`config.mk`:
```
export PLATFORM = sky130hd
export DESIGN_NAME = id_ex_stage
export DESIGN_NICKNAME = d
export VERILOG_FILES = /design/src/rtl/id_ex_stage.sv
export SDC_FILE = /design/constraint.sdc
export NUM_CORES = 1
export LEC_CHECK = 0
export BUFFER_PORTS_ARGS = -buffer_cell sky130_fd_sc_hd__buf_2
export CELL_PAD_IN_SITES_DETAIL_PLACEMENT = 0
export CELL_PAD_IN_SITES_GLOBAL_PLACEMENT = 2
export CORE_MARGIN = 10
export CORE_UTILIZATION = 24
export CTS_BUF_LIST = sky130_fd_sc_hd__clkbuf_8 sky130_fd_sc_hd__clkbuf_16
export DETAILED_ROUTE_END_ITERATION = 10
export PLACE_DENSITY = 0.79
export SKIP_LAST_GASP = 1
export SLEW_MARGIN = 20
export SYNTH_ARGS = -nofsm -noshare
export SYNTH_HDL_FRONTEND = slang
export SYNTH_SLANG_ARGS = --single-unit
```
`constraint.sdc`:
```
create_clock -name clk -period 2.3 [get_ports clk]
set_input_delay 0.115 -clock clk [delete_from_list [all_inputs] [get_ports clk]]
set_output_delay 0.115 -clock clk [all_outputs]
set_load 0.02 [all_outputs]
```
`src/rtl/id_ex_stage.sv`:
```
// MIPS32 instruction-decode stage: decodes IF/ID, drives register file reads,
// detects load-use hazards and fills the ID/EX pipeline register.
module id_ex_stage #(
    parameter int STALL_CNT_W = 16
) (
    input  logic                   clk,
    input  logic                   rst_n,
    input  logic                   if_id_valid,
    input  logic [31:0]            if_id_instr,
    input  logic [31:0]            if_id_pc4,
    input  logic                   flush,
    output logic [4:0]             rf_rd1,
    output logic [4:0]             rf_rd2,
    input  logic [31:0]            rf_A,
    input  logic [31:0]            rf_B,
    output logic                   stall_if,
    output logic                   ex_valid,
    output logic [31:0]            ex_A,
    output logic [31:0]            ex_B,
    output logic [31:0]            ex_imm,
    output logic [4:0]             ex_rs,
    output logic [4:0]             ex_rt,
    output logic [4:0]             ex_dst,
    output logic                   ex_regwrite,
    output logic                   ex_memread,
    output logic                   ex_memwrite,
    output logic                   ex_memtoreg,
    output logic                   ex_alusrc,
    output logic                   ex_branch,
    output logic [2:0]             ex_aluop,
    output logic [31:0]            ex_pc4,
    output logic                   ex_illegal,
    output logic [STALL_CNT_W-1:0] stall_count
);

    localparam logic [5:0] OP_RTYPE = 6'h00;
    localparam logic [5:0] OP_BEQ   = 6'h04;
    localparam logic [5:0] OP_ADDI  = 6'h08;
    localparam logic [5:0] OP_ANDI  = 6'h0C;
    localparam logic [5:0] OP_ORI   = 6'h0D;
    localparam logic [5:0] OP_LW    = 6'h23;
    localparam logic [5:0] OP_SW    = 6'h2B;

    localparam logic [2:0] ALU_ADD = 3'd0;
    localparam logic [2:0] ALU_SUB = 3'd1;
    localparam logic [2:0] ALU_AND = 3'd2;
    localparam logic [2:0] ALU_OR  = 3'd3;
    localparam logic [2:0] ALU_SLT = 3'd4;
    localparam logic [2:0] ALU_SLL = 3'd5;

    typedef struct packed {
        logic        valid;
        logic [31:0] a;
        logic [31:0] b;
        logic [31:0] imm;
        logic [31:0] pc4;
        logic [4:0]  rs;
        logic [4:0]  rt;
        logic [4:0]  dst;
        logic        regwrite;
        logic        memread;
        logic        memwrite;
        logic        memtoreg;
        logic        alusrc;
        logic        branch;
        logic [2:0]  aluop;
        logic        illegal;
    } idex_t;

    idex_t                  idex_q, idex_d;
    logic [STALL_CNT_W-1:0] stall_cnt_q, stall_cnt_d;

    logic [5:0]  op, funct;
    logic [4:0]  rs, rt, rd, shamt;
    logic [15:0] imm16;

    assign op    = if_id_instr[31:26];
    assign rs    = if_id_instr[25:21];
    assign rt    = if_id_instr[20:16];
    assign rd    = if_id_instr[15:11];
    assign shamt = if_id_instr[10:6];
    assign funct = if_id_instr[5:0];
    assign imm16 = if_id_instr[15:0];

    assign rf_rd1 = rs;
    assign rf_rd2 = rt;

    logic [31:0] dec_imm;
    logic [4:0]  dec_dst;
    logic        dec_regwrite, dec_memread, dec_memwrite, dec_memtoreg;
    logic        dec_alusrc, dec_branch, dec_illegal, dec_reads_rt;
    logic [2:0]  dec_aluop;

    always_comb begin
        dec_imm      = '0;
        dec_dst      = '0;
        dec_regwrite = 1'b0;
        dec_memread  = 1'b0;
        dec_memwrite = 1'b0;
        dec_memtoreg = 1'b0;
        dec_alusrc   = 1'b0;
        dec_branch   = 1'b0;
        dec_aluop    = ALU_ADD;
        dec_illegal  = 1'b0;
        dec_reads_rt = 1'b0;
        unique case (op)
            OP_RTYPE: begin
                dec_reads_rt = 1'b1;
                dec_dst      = rd;
                dec_regwrite = 1'b1;
                dec_imm      = {27'b0, shamt};
                case (funct)
                    6'h20:   dec_aluop = ALU_ADD;
                    6'h22:   dec_aluop = ALU_SUB;
                    6'h24:   dec_aluop = ALU_AND;
                    6'h25:   dec_aluop = ALU_OR;
                    6'h2A:   dec_aluop = ALU_SLT;
                    6'h00:   dec_aluop = ALU_SLL;
                    default: begin
                        dec_illegal  = 1'b1;
                        dec_dst      = '0;
                        dec_regwrite = 1'b0;
                        dec_imm      = '0;
                    end
                endcase
            end
            OP_ADDI, OP_LW: begin
                dec_imm      = {{16{imm16[15]}}, imm16};
                dec_alusrc   = 1'b1;
                dec_dst      = rt;
                dec_regwrite = 1'b1;
                dec_memread  = (op == OP_LW);
                dec_memtoreg = (op == OP_LW);
            end
            OP_ANDI, OP_ORI: begin
                dec_imm      = {16'b0, imm16};
                dec_alusrc   = 1'b1;
                dec_dst      = rt;
                dec_regwrite = 1'b1;
                dec_aluop    = (op == OP_ANDI) ? ALU_AND : ALU_OR;
            end
            OP_SW: begin
                dec_imm      = {{16{imm16[15]}}, imm16};
                dec_alusrc   = 1'b1;
                dec_memwrite = 1'b1;
                dec_reads_rt = 1'b1;
            end
            OP_BEQ: begin
                dec_imm      = {{16{imm16[15]}}, imm16};
                dec_aluop    = ALU_SUB;
                dec_branch   = 1'b1;
                dec_reads_rt = 1'b1;
            end
            default: dec_illegal = 1'b1;
        endcase
        // Writes to $0 are architecturally discarded, so never request them.
        if (dec_dst == 5'd0) begin
            dec_regwrite = 1'b0;
        end
    end

    logic hazard;

    assign hazard = if_id_valid & idex_q.valid & idex_q.memread & (idex_q.dst != 5'd0) &
                    ((idex_q.dst == rs) | ((idex_q.dst == rt) & dec_reads_rt));

    assign stall_if = hazard & ~flush & rst_n;

    always_comb begin
        idex_d      = '0;
        stall_cnt_d = stall_cnt_q;
        if (!rst_n) begin
            stall_cnt_d = '0;
        end else if (flush) begin
            idex_d = '0;
        end else if (hazard) begin
            // Bubble clears memread, so the stall releases on the next cycle.
            stall_cnt_d = (&stall_cnt_q) ? stall_cnt_q : stall_cnt_q + 1'b1;
        end else begin
            idex_d.valid = if_id_valid;
            idex_d.a     = rf_A;
            idex_d.b     = rf_B;
            idex_d.imm   = dec_imm;
            idex_d.pc4   = if_id_pc4;
            idex_d.rs    = rs;
            idex_d.rt    = rt;
            idex_d.dst   = dec_dst;
            if (if_id_valid) begin
                idex_d.regwrite = dec_regwrite;
                idex_d.memread  = dec_memread;
                idex_d.memwrite = dec_memwrite;
                idex_d.memtoreg = dec_memtoreg;
                idex_d.alusrc   = dec_alusrc;
                idex_d.branch   = dec_branch;
                idex_d.aluop    = dec_aluop;
                idex_d.illegal  = dec_illegal;
            end
        end
    end

    always_ff @(posedge clk) begin
        idex_q      <= idex_d;
        stall_cnt_q <= stall_cnt_d;
    end

    assign ex_valid    = idex_q.valid;
    assign ex_A        = idex_q.a;
    assign ex_B        = idex_q.b;
    assign ex_imm      = idex_q.imm;
    assign ex_pc4      = idex_q.pc4;
    assign ex_rs       = idex_q.rs;
    assign ex_rt       = idex_q.rt;
    assign ex_dst      = idex_q.dst;
    assign ex_regwrite = idex_q.regwrite;
    assign ex_memread  = idex_q.memread;
    assign ex_memwrite = idex_q.memwrite;
    assign ex_memtoreg = idex_q.memtoreg;
    assign ex_alusrc   = idex_q.alusrc;
    assign ex_branch   = idex_q.branch;
    assign ex_aluop    = idex_q.aluop;
    assign ex_illegal  = idex_q.illegal;
    assign stall_count = stall_cnt_q;

endmodule
```
# --- Word-level counts from Yosys, hierarchy flattened ---
# Index checks and enable logic that the tools add are counted.
totals:
  ff_bits: 169
op_classes:
  bitwise_logic: 13
  n_eq_ne: 13
  n_reduce_logical: 18
  n_addsub: 1
  n_mux: 15
op_table:
  columns: ["operator", "count"]
  rows:
  - ["$pmux 32 s3", 1]
  - ["$eq 6x6->1 const B", 7]
  - ["$eq 6x4->1 const B", 3]
  - ["$add 16x1->16 const B", 1]
  - ["$reduce_and 16->1", 1]
  - ["$pmux 3 s5", 1]
  - ["$reduce_or 5->1", 3]
  - ["$logic_not 6->1", 2]
  - ["$reduce_or 4->1", 3]
  - ["$reduce_or 6->1", 2]
  - ["$eq 5x5->1", 2]
  - ["$mux 5", 2]
  - ["$pmux 5 s2", 1]
  - ["$pmux 3 s3", 1]
  - ["$and 1x1->1", 7]
  - ["$mux 1", 7]
  - ["$eq 6x3->1 const B", 1]
  - ["$reduce_or 3->1", 2]
  - ["$logic_not 5->1", 1]
  - ["$not 1->1", 5]
  - ["$reduce_bool 5->1", 1]
  - ["$pmux 1 s2", 2]
  - ["$reduce_or 2->1", 2]
  - ["$reduce_and 3->1", 1]
  - ["$or 1x1->1", 1]

# --- Logic depth before layout (Yosys ltp) ---
depth:
  word_depth: 8
  ltp_mapped: 9
  ltp_nobuf: 6

# --- Worst setup path after synthesis ---
# No wires, ideal clock.
synth_path:
  path_kind: "reg2reg"
  startpoint: "reg stall_cnt_q[0] (netlist: stall_count[0])"
  endpoint: "reg stall_cnt_q[0] (netlist: stall_count[0])"
  path_buffers: 2
  arrival_ps: 1930
  path_stages_with_launch: 9
  setup_ps: 70
  path_slack_ps: 300
  required_time_ps: 2230
  cell_sequence: "dfxtp_1 > ha_1 > and2_1 > nand4_1 > nor4_1 > buf_2 > buf_2 > o21ai_0 > a21oi_1"
synth_via:
  elab_chain_cells: 3
  elab_cells_between_ends: 4
synth_rtl:
  columns: ["element", "line_no", "source"]
  rows:
  - ["start, declared", "71", "logic [STALL_CNT_W-1:0] stall_cnt_q, stall_cnt_d;"]
  - ["start signal, assigned", "203", "stall_cnt_q <= stall_cnt_d;"]
  - ["branches (longest 3 deep; another with $add 16x1->16)", null, null]
# Several ways; the timed one is not identified.
# A chain may end at the register's enable or synchronous reset.

# --- Worst setup path in the final report ---
layout_path:
  startpoint: "in if_id_instr[20]"
  endpoint: "reg stall_cnt_q[7] (netlist: stall_count[7])"
layout_via:
  elab_chain_cells: 5
layout_rtl:
  columns: ["element", "line_no", "source"]
  rows:
  - ["start, declared", "9", "input logic [31:0] if_id_instr,"]
  - ["$eq 5x5->1", "165", "((idex_q.dst == rs) | ((idex_q.dst == rt) & dec_reads_rt));"]
  - ["$and 1x1->1", "165", null]
  - ["$or 1x1->1", "165", null]
  - ["$and 1x1->1", "164", "assign hazard = if_id_valid & idex_q.valid & idex_q.memread & (idex_q.dst != 5'd0) &"]
  - ["$reduce_and 3->1 (no source line)", null, null]
# No other way between the ends.

==> qor.yml <==
run_status: "complete, no violations"
slew_headroom: 0.699
final_cell_mix: "312 x buf_2, 154 x dfxtp_1, 116 x dlygate4sd3_1, 108 x and2_1, 21 x nor2_1"
hp-class: "in -> reg"
ys_seq_area_frac: 0.583
final-max-slew-violation-count: 0
path_buf_inv: 2
cp_slowest_cell: "dlygate4sd3_1"
fin_util: 0.403
worst-path-max-fanout: 21
cap_viol_max_count: 0
cts.sinks: 154
area_growth_pct: 65.7
synthFlopType: "dfxtp_1"
core_um2: 21800
root_buffer: "clkbuf_16"
rows: 54
drt_iter0_markers: 193
ant_nets: 0
grt_pass1_vias: 5263
vias: 4971
layout_commonest_cell: "buf_2"
drt_wl_total_um: 19800
leakage_nw: 4.23
globalRouteTotalUtil: 0.135
overflow: 0
netlist_instances: 504
cts_tree: "yes"
tns_ns: 0
synth-edff-count: 0
period_share: 0.906
critPathKind: "in -> reg"
die_area_um2: 28400
cp_top_family: "simple AND/OR/NAND/NOR gates"
clk_latency_ns: 0.42
ys_types: 44
finalCriticalPeriod_ns: 2.08
start_util: 0.243
worstMarginPinSlew_ns: 0.448
setup_viol: 0
place_inst: 1057
grt_max_degree: 63
fin_cells: 1205
port_buffers: 312
power_density_nw_per_um2: 701
required_ns: 2.64
htreeDepth: 4
yosys.area.top_type_share: 0.583
synth_area_um2: 5290
die_h_um: 169
grt_first_pass_wirelength_um: 30200
skew_ns: 0.0145
crit_arrival_ns: 2.43
synth_nets: 637
synth_area_leaders: "dfxtp_1 58%, and2_1 13%, buf_4 3.7%"
wire_per_inst_um: 16.5
numCtsBuffers: 17
drive_gt1_frac: 0.395
start_kind: "input pin"
diodes: 0
power_w: 0.00615
slowest_delay_ns: 0.55
rsz0062_at_grt: "no"
vias_per_cell: 4.13
antenna_found_initial: 1
route.detailed.drc: 0
firstDrtPassIters: 4
avgSynthCellArea_um2: 10.5
reg2reg_slack_ns: 0.28
path_cells: "dlygate4sd3_1 -> buf_2 -> xor2_1 -> nor4_2 -> nand3_1 -> a21bo_2 -> or4_1 -> a21oi_1"
hpwl_um: 14400
fmax_mhz: 480
endpoint_kind: "flip-flop"
synth-seq-cells: 154
yosysTopAreaCell: "dfxtp_1"
post-cts-setup-buffers: 0
routabilityCongestion: 0.751
path_clk_slew_ns: 0.06
yosys_warnings: 0
hold_viol: 0
io_pins: 313
async_flop_share: 0
irDropWorstVdd_v: 0.000416
die_w_um: 169
clockBufferDepth: 2
nNetsFinal: 1045
state kept, by name (all words and copies together), names as in the netlist:
| signal | count |
|---|---|
| ex_memwrite | 1 |
| stall_count | 16 |
| ex_pc4 | 32 |
| ex_A | 32 |
| ex_valid | 1 |
| ex_alusrc | 1 |
| ex_aluop | 3 |
| ex_branch | 1 |
| ex_illegal | 1 |
| ex_memtoreg | 1 |
| ex_imm | 17 |
| ex_dst | 5 |
| ex_rs | 5 |
| ex_B | 32 |
| ex_rt | 5 |
| ex_regwrite | 1 |
kinds of logic (layout without fill, tap and decap cells):
| kind of cell | after synthesis | count (layout) | synth area share |
|---|---|---|---|
| flip-flops | 154 | 154 | 0.583 |
| XOR/XNOR | 12 | 12 | 0.0199 |
| buffers and inverters | 59 | 480 | 0.0643 |
| AO/OA/AOI/OAI | 54 | 54 | 0.0756 |
| adder cells (fa/ha/maj) | 2 | 2 | 0.00426 |
| AND/OR/NAND/NOR | 218 | 218 | 0.244 |
| multiplexers | 5 | 5 | 0.00946 |
metrics by stage:
step / area [um^2] / worst slack (ns) / hold slack [ns]
floorplan: 5290 / 0.300 / 0.205
global placement: 7040 / 0.209 / 0.314
detailed placement: 7040 / 0.145 / 0.316
CTS: 8770 / 0.135 / 0.00341
global route: 8770 / 0.108 / 0.0129
finish: 8770 / 0.216 / 0.0249
worst register-to-register path, delay by kind of cell, from the launching register on:
kind / cells / cell delay (ns)
compound gates: 2 / 0.51
xor+xnor: 1 / 0.16
flops: 1 / 0.35
simple gates: 3 / 0.95
repair_timing:
action	in CTS	in global routing
endpoints found under the hold margin	122	0
resized for setup	0	1
setup endpoints to repair	0	1
hold buffers	116	0
worst paths after layout:
| kind | start | end | cells after the start |
|---|---|---|---|
| max | if_id_instr[20] | stall_count[7] | 8 |
| min reg2reg | stall_count[10] | stall_count[10] | 2 |
| min | if_id_instr[28] | ex_branch | 3 |
| max reg2reg | ex_dst[1] | stall_count[7] | 6 |
final cells by class:
type / count / area [um^2]
fillers: 2140 / 13000
flip-flops and latches: 154 / 3080
repair buffers: 441 / 2860
multi-input cells: 291 / 1880
clock buffers: 17 / 425
well taps: 280 / 350
clock inverters: 15 / 141
inverters: 7 / 26.3
synthesized netlist by cell type (all sizes together) (4+ instances only):
cell,instances
dfxtp,154
and2,108
buf,34
nor2,21
nand2,19
clkbuf,18
and3,15
nand3,15
a21oi,10
a22oi,10
xor2,9
nand2b,8
inv,7
or4,7
nor3,6
nor4,6
o21ai,6
o31ai,6
mux2i,5
nand4,5
o41ai,5
o311ai,4
where the power goes:
group	internal, W	switching (W)	total, W
Sequential	0.00275	0.0000171	0.00276
Combinational	0.000336	0.000338	0.000674
Clock	0.00151	0.00120	0.00271
routing by layer:
metal	GRT usage	share of wire	wire, um	vias up
li1	-	-	-	2491
met1	0.140	0.39	7750	2278
met2	0.229	0.49	9730	179
met3	0.0667	0.097	1920	23
met4	0.0507	0.022	439	0
met5	0	0	0	-
No activity file was read; power rests on OpenSTA's default activity.
